===== src/rtl/alu_pkg.sv =====
// Shared types and constants for the ALU result path.
package alu_pkg;
    typedef logic [3:0] alu_status_t;

    localparam alu_status_t ST_OK      = 4'b0000;
    localparam alu_status_t ST_INV_ARG = 4'b1000;

    typedef enum logic [1:0] {
        EMPTY = 2'd0,
        ONE   = 2'd1,
        FULL  = 2'd2
    } stage_state_t;
endpackage


===== src/rtl/alu_result_stage_sat_counter.sv =====
// Saturating up-counter with synchronous clear taking priority over increment.
module sat_counter #(
    parameter int W = 8
) (
    input  logic         i_clk,
    input  logic         i_rst_n,
    input  logic         inc,
    input  logic         clr,
    output logic [W-1:0] cnt
);
    always_ff @(posedge i_clk or negedge i_rst_n) begin
        if (!i_rst_n)
            cnt <= '0;
        else if (clr)
            cnt <= '0;
        else if (inc && (cnt != {W{1'b1}}))
            cnt <= cnt + 1'b1;
    end
endmodule


===== src/rtl/alu_result_stage.sv =====
// Registered output stage for ALU sub-ops: 2-entry skid buffer plus error counter.
module alu_result_stage
    import alu_pkg::*;
#(
    parameter int K     = 8,
    parameter int S     = 4,
    parameter int CNT_W = 8
) (
    input  logic             i_clk,
    input  logic             i_rst_n,
    input  logic             i_valid,
    output logic             o_ready,
    input  logic [K-1:0]     i_cache_result,
    input  logic [S-1:0]     i_cache_status,
    output logic             o_valid,
    input  logic             i_ready,
    output logic [K-1:0]     o_result,
    output logic [S-1:0]     o_status,
    input  logic             i_clr_err,
    output logic [CNT_W-1:0] o_err_cnt
);
    stage_state_t state, state_nxt;
    logic [K-1:0] skid_result;
    logic [S-1:0] skid_status;
    logic [K-1:0] in_result;
    logic         in_err;
    logic         accept, pop;
    logic         load_head, head_from_skid, load_skid;

    // Result is untrusted whenever the sub-op flags an error.
    assign in_err    = (i_cache_status != '0);
    assign in_result = in_err ? '0 : i_cache_result;

    // Handshake decodes only registered state, so o_ready never depends on i_ready.
    assign o_valid = (state != EMPTY);
    assign o_ready = (state != FULL);
    assign accept  = i_valid & o_ready;
    assign pop     = o_valid & i_ready;

    always_comb begin
        state_nxt      = state;
        load_head      = 1'b0;
        head_from_skid = 1'b0;
        load_skid      = 1'b0;
        case (state)
            EMPTY: begin
                if (accept) begin
                    state_nxt = ONE;
                    load_head = 1'b1;
                end
            end
            ONE: begin
                if (accept && !pop) begin
                    state_nxt = FULL;
                    load_skid = 1'b1;
                end else if (pop && !accept) begin
                    state_nxt = EMPTY;
                end else if (accept && pop) begin
                    load_head = 1'b1;
                end
            end
            FULL: begin
                if (pop) begin
                    state_nxt      = ONE;
                    head_from_skid = 1'b1;
                end
            end
            default: state_nxt = EMPTY;
        endcase
    end

    always_ff @(posedge i_clk or negedge i_rst_n) begin
        if (!i_rst_n) begin
            state       <= EMPTY;
            o_result    <= '0;
            o_status    <= '0;
            skid_result <= '0;
            skid_status <= '0;
        end else begin
            state <= state_nxt;
            if (load_head) begin
                o_result <= in_result;
                o_status <= i_cache_status;
            end else if (head_from_skid) begin
                o_result <= skid_result;
                o_status <= skid_status;
            end
            if (load_skid) begin
                skid_result <= in_result;
                skid_status <= i_cache_status;
            end
        end
    end

    sat_counter #(.W(CNT_W)) u_err_cnt (
        .i_clk   (i_clk),
        .i_rst_n (i_rst_n),
        .inc     (accept & in_err),
        .clr     (i_clr_err),
        .cnt     (o_err_cnt)
    );
endmodule

===== config.mk =====
export PLATFORM = sky130hd
export DESIGN_NAME = alu_result_stage
export DESIGN_NICKNAME = d
export VERILOG_FILES = /design/src/rtl/alu_pkg.sv /design/src/rtl/alu_result_stage_sat_counter.sv /design/src/rtl/alu_result_stage.sv
export SDC_FILE = /design/constraint.sdc
export NUM_CORES = 1
export LEC_CHECK = 0
export ABC_AREA = 1
export BUFFER_PORTS_ARGS = -buffer_cell sky130_fd_sc_hd__clkbuf_2
export CAP_MARGIN = 20
export CORE_ASPECT_RATIO = 1.75
export CORE_MARGIN = 10
export CORE_UTILIZATION = 55
export CTS_CLUSTER_SIZE = 16
export DETAILED_ROUTE_END_ITERATION = 12
export GPL_TIMING_DRIVEN = 0
export PLACE_DENSITY = 0.92
export SLEW_MARGIN = 30
export SYNTH_ARGS = -nofsm -noshare
export SYNTH_HDL_FRONTEND = slang
export SYNTH_SLANG_ARGS = --single-unit

===== constraint.sdc =====
create_clock -name i_clk -period 2.2 [get_ports i_clk]
set_input_delay 0.44 -clock i_clk [delete_from_list [all_inputs] [get_ports i_clk]]
set_output_delay 0.44 -clock i_clk [all_outputs]
set_load 0.02 [all_outputs]

==> results.py <==
metrics = {
    "run_status": {
        "status": "finished clean",
    },
    "sta": {
        "skew_ns": 0.0112,
        "rsz0062_at_grt": "false",
        "final-setup-viol-count": 0,
        "max_freq_ghz": 0.558,
        "slew_viol_final": 0,
        "hold_violations": 0,
        "slew_headroom": 0.436,
        "worst_pin_slew_ns": 0.846,
        "finalSetupTns_ns": 0,
        "period_share": 0.815,
        "min_period_ns": 1.79,
    },
    "worst_setup_path": {
        "reg2reg_slack_ns": 0.41,
        "r2r_end": "skid_result[5]",
        "r2r_cells": 8,
        "timing.rr.start": "state[0]",
        "crit_arrival_ns": 1.98,
        "cp_data_required_time_ns": 2.39,
        "crit_type": "register to register",
        "crit_fanout": 10,
        "end_kind": "register",
        "crit_path_start_kind": "register",
    },
    "power": {
        "p_leak_nw": 1.16,
        "p_per_area_nw_per_um2": 1000,
        "ir_drop_mv": 1.05,
    },
    "yosys": {
        "synth_cells": 212,
        "netlist_top_cells_count": "67 x nand2_1, 34 x dfrtp_1, 25 x nand3_1",
        "yosysUniqueCellTypes": 24,
        "synth_area_leaders": "dfrtp_1 48%, nand2_1 14%, nand3_1 7.0%",
        "netlist.area_leader.share": 0.479,
        "synth-async-reset-ratio": 1.00,
        "synth_area_per_cell_sq_um": 8.39,
        "synth_seq_area_share": 0.479,
        "synthesis.area_sq_um": 1780,
        "synth_fp_nets": 231,
        "yosysTopAreaCell": "dfrtp_1",
        "ys_ff_latch": 34,
        "synth_edf_count": 0,
        "synthMostInstantiatedCell": "nand2_1",
        "synthFlopType": "dfrtp_1",
        "ys_warn_count": 0,
    },
    "worst_hold_path": {
        "holdCritPathClass": "input pin to asynchronous set/reset pin",
    },
    "detailed_routing": {
        "drt_iter0_drc": 84,
        "wl_per_cell_um": 13.5,
        "dr.pass1.iters": 4,
        "route.detailed.drc": 0,
        "ant_nets": 0,
        "viasPerCell": 5.14,
        "wl_mm": 4.05,
        "vias": 1548,
    },
    "final_layout": {
        "antenna_cells": 0,
        "drive_above_1_share": 0.264,
        "n_fill_cell": 286,
        "fin_nets": 276,
        "final_cells": 301,
        "area_growth_pct": 19.8,
    },
    "clock_tree": {
        "htreeDepth": 2,
        "cts_sinks": 34,
        "cts_root_buf": "clkbuf_8",
        "post-cts-setup-buffers": 0,
        "clk_latency_ns": 0.29,
        "cts.clk_slew.worst_paths_ns": 0.07,
        "postCtsHoldBufs": 0,
        "cts_tree": "done",
        "cts_max_path_buffers": 2,
        "cts_buffers": 5,
        "cts_resized": 0,
    },
    "floorplan": {
        "ioPinCount": 39,
        "fp.dieArea_sq_um": 6000,
        "die_y_um": 95.2,
        "die_x_um": 63.0,
        "rows": 27,
        "start_util": 0.566,
        "core-area_sq_um": 3140,
    },
    "global_route": {
        "grt_antenna_before_repair": 0,
        "grt_pass1_wl_mm": 7.25,
        "grt.overflow.total": 0,
        "grt_max_degree": 35,
        "track_usage": 0.150,
        "first_global_vias": 1642,
    },
    "placement": {
        "portBuffers": 38,
        "dp_cells": 293,
        "gp_congestion": 0.789,
        "dp_hpwl_mm": 3.14,
    },
    "run": {
        "cap_violations": 0,
    },
}
power by group:
group,leakage (nW),internal [mW],switching [mW],total [mW]
Combinational,0.641,0.251,0.494,0.745
Sequential,0.457,0.758,0.0785,0.837
Clock,0.0579,0.333,0.224,0.557
registers in the layout, indices dropped and copies added, names as in the netlist:
register / flops
state: 2
skid_status: 4
o_result: 8
u_err_cnt.cnt: 8
skid_result: 8
o_status: 4
routing by layer:
layer	vias up	global-route usage	part of all wire
met5	-	0	0
met4	0	0.0749	0.021
met3	8	0.0493	0.052
met2	36	0.276	0.54
met1	724	0.147	0.38
li1	780	-	-
how the worst max path moves through the flow:
stage                                 to  cells past startpoint     start
after CTS                 skid_result[5]                      8  state[0]
after global placement    skid_result[3]                      8   i_valid
after global routing      skid_result[5]                      8  state[0]
final                     skid_result[5]                      8  state[0]
after detailed placement  skid_result[5]                      8   i_valid
after floorplan           skid_result[5]                      8  state[0]
cell usage in the layout (no fill, tap or decap), types with 4 or more instances in the layout:
master,n
nand2_1,67
clkbuf_2,38
dfrtp_1,34
nand3_1,25
inv_1,20
nor2_1,11
o31ai_1,8
nand4_1,8
o21ai_0,5
clkbuf_8,5
inv_2,4
o211ai_1,4
area by class of cell:
class                   count  area (sq um)  area share
clock buffers               5          68.8      0.0323
flip-flops and latches     34           851       0.399
well taps                  43          53.8      0.0252
multi-input cells         147           791       0.371
repair buffers             38           190      0.0893
plain buffers               6          40.0      0.0188
clock inverters             3          40.0      0.0188
inverters                  25          96.3      0.0452
worst max-delay path, cell delays in order (launching register included):
cell	delay, ns
dfrtp_1	0.38
buf_6	0.14
nor2_8	0.13
nor2_2	0.07
ha_1	0.21
nand3_2	0.15
clkbuf_1	0.39
nand2_1	0.13
o31ai_1	0.10
through the flow:
step	utilization	power (mW)	worst slack [ns]	hold WS, ns	cell area, sq um
2_1_floorplan	-	1.37	0.651	0.144	1780
3_3_place_gp	0.644	1.57	0.469	0.464	2020
3_5_place_dp	0.644	1.60	0.410	0.470	2020
4_1_cts	0.678	2.16	0.419	0.258	2130
5_1_grt	0.678	2.28	0.248	0.292	2130
6_report	0.678	2.14	0.407	0.239	2130
cell families after synthesis:
kind of cell             after synthesis  share of synthesized area
AND/OR/NAND/NOR                      124                      0.346
flip-flops                            34                      0.479
AO/OA/AOI/OAI                         17                     0.0647
adder cells (fa/ha/maj)                2                     0.0141
buffers and inverters                 31                     0.0767
XOR/XNOR                               4                     0.0197
Power figures use the tool's default switching activity.
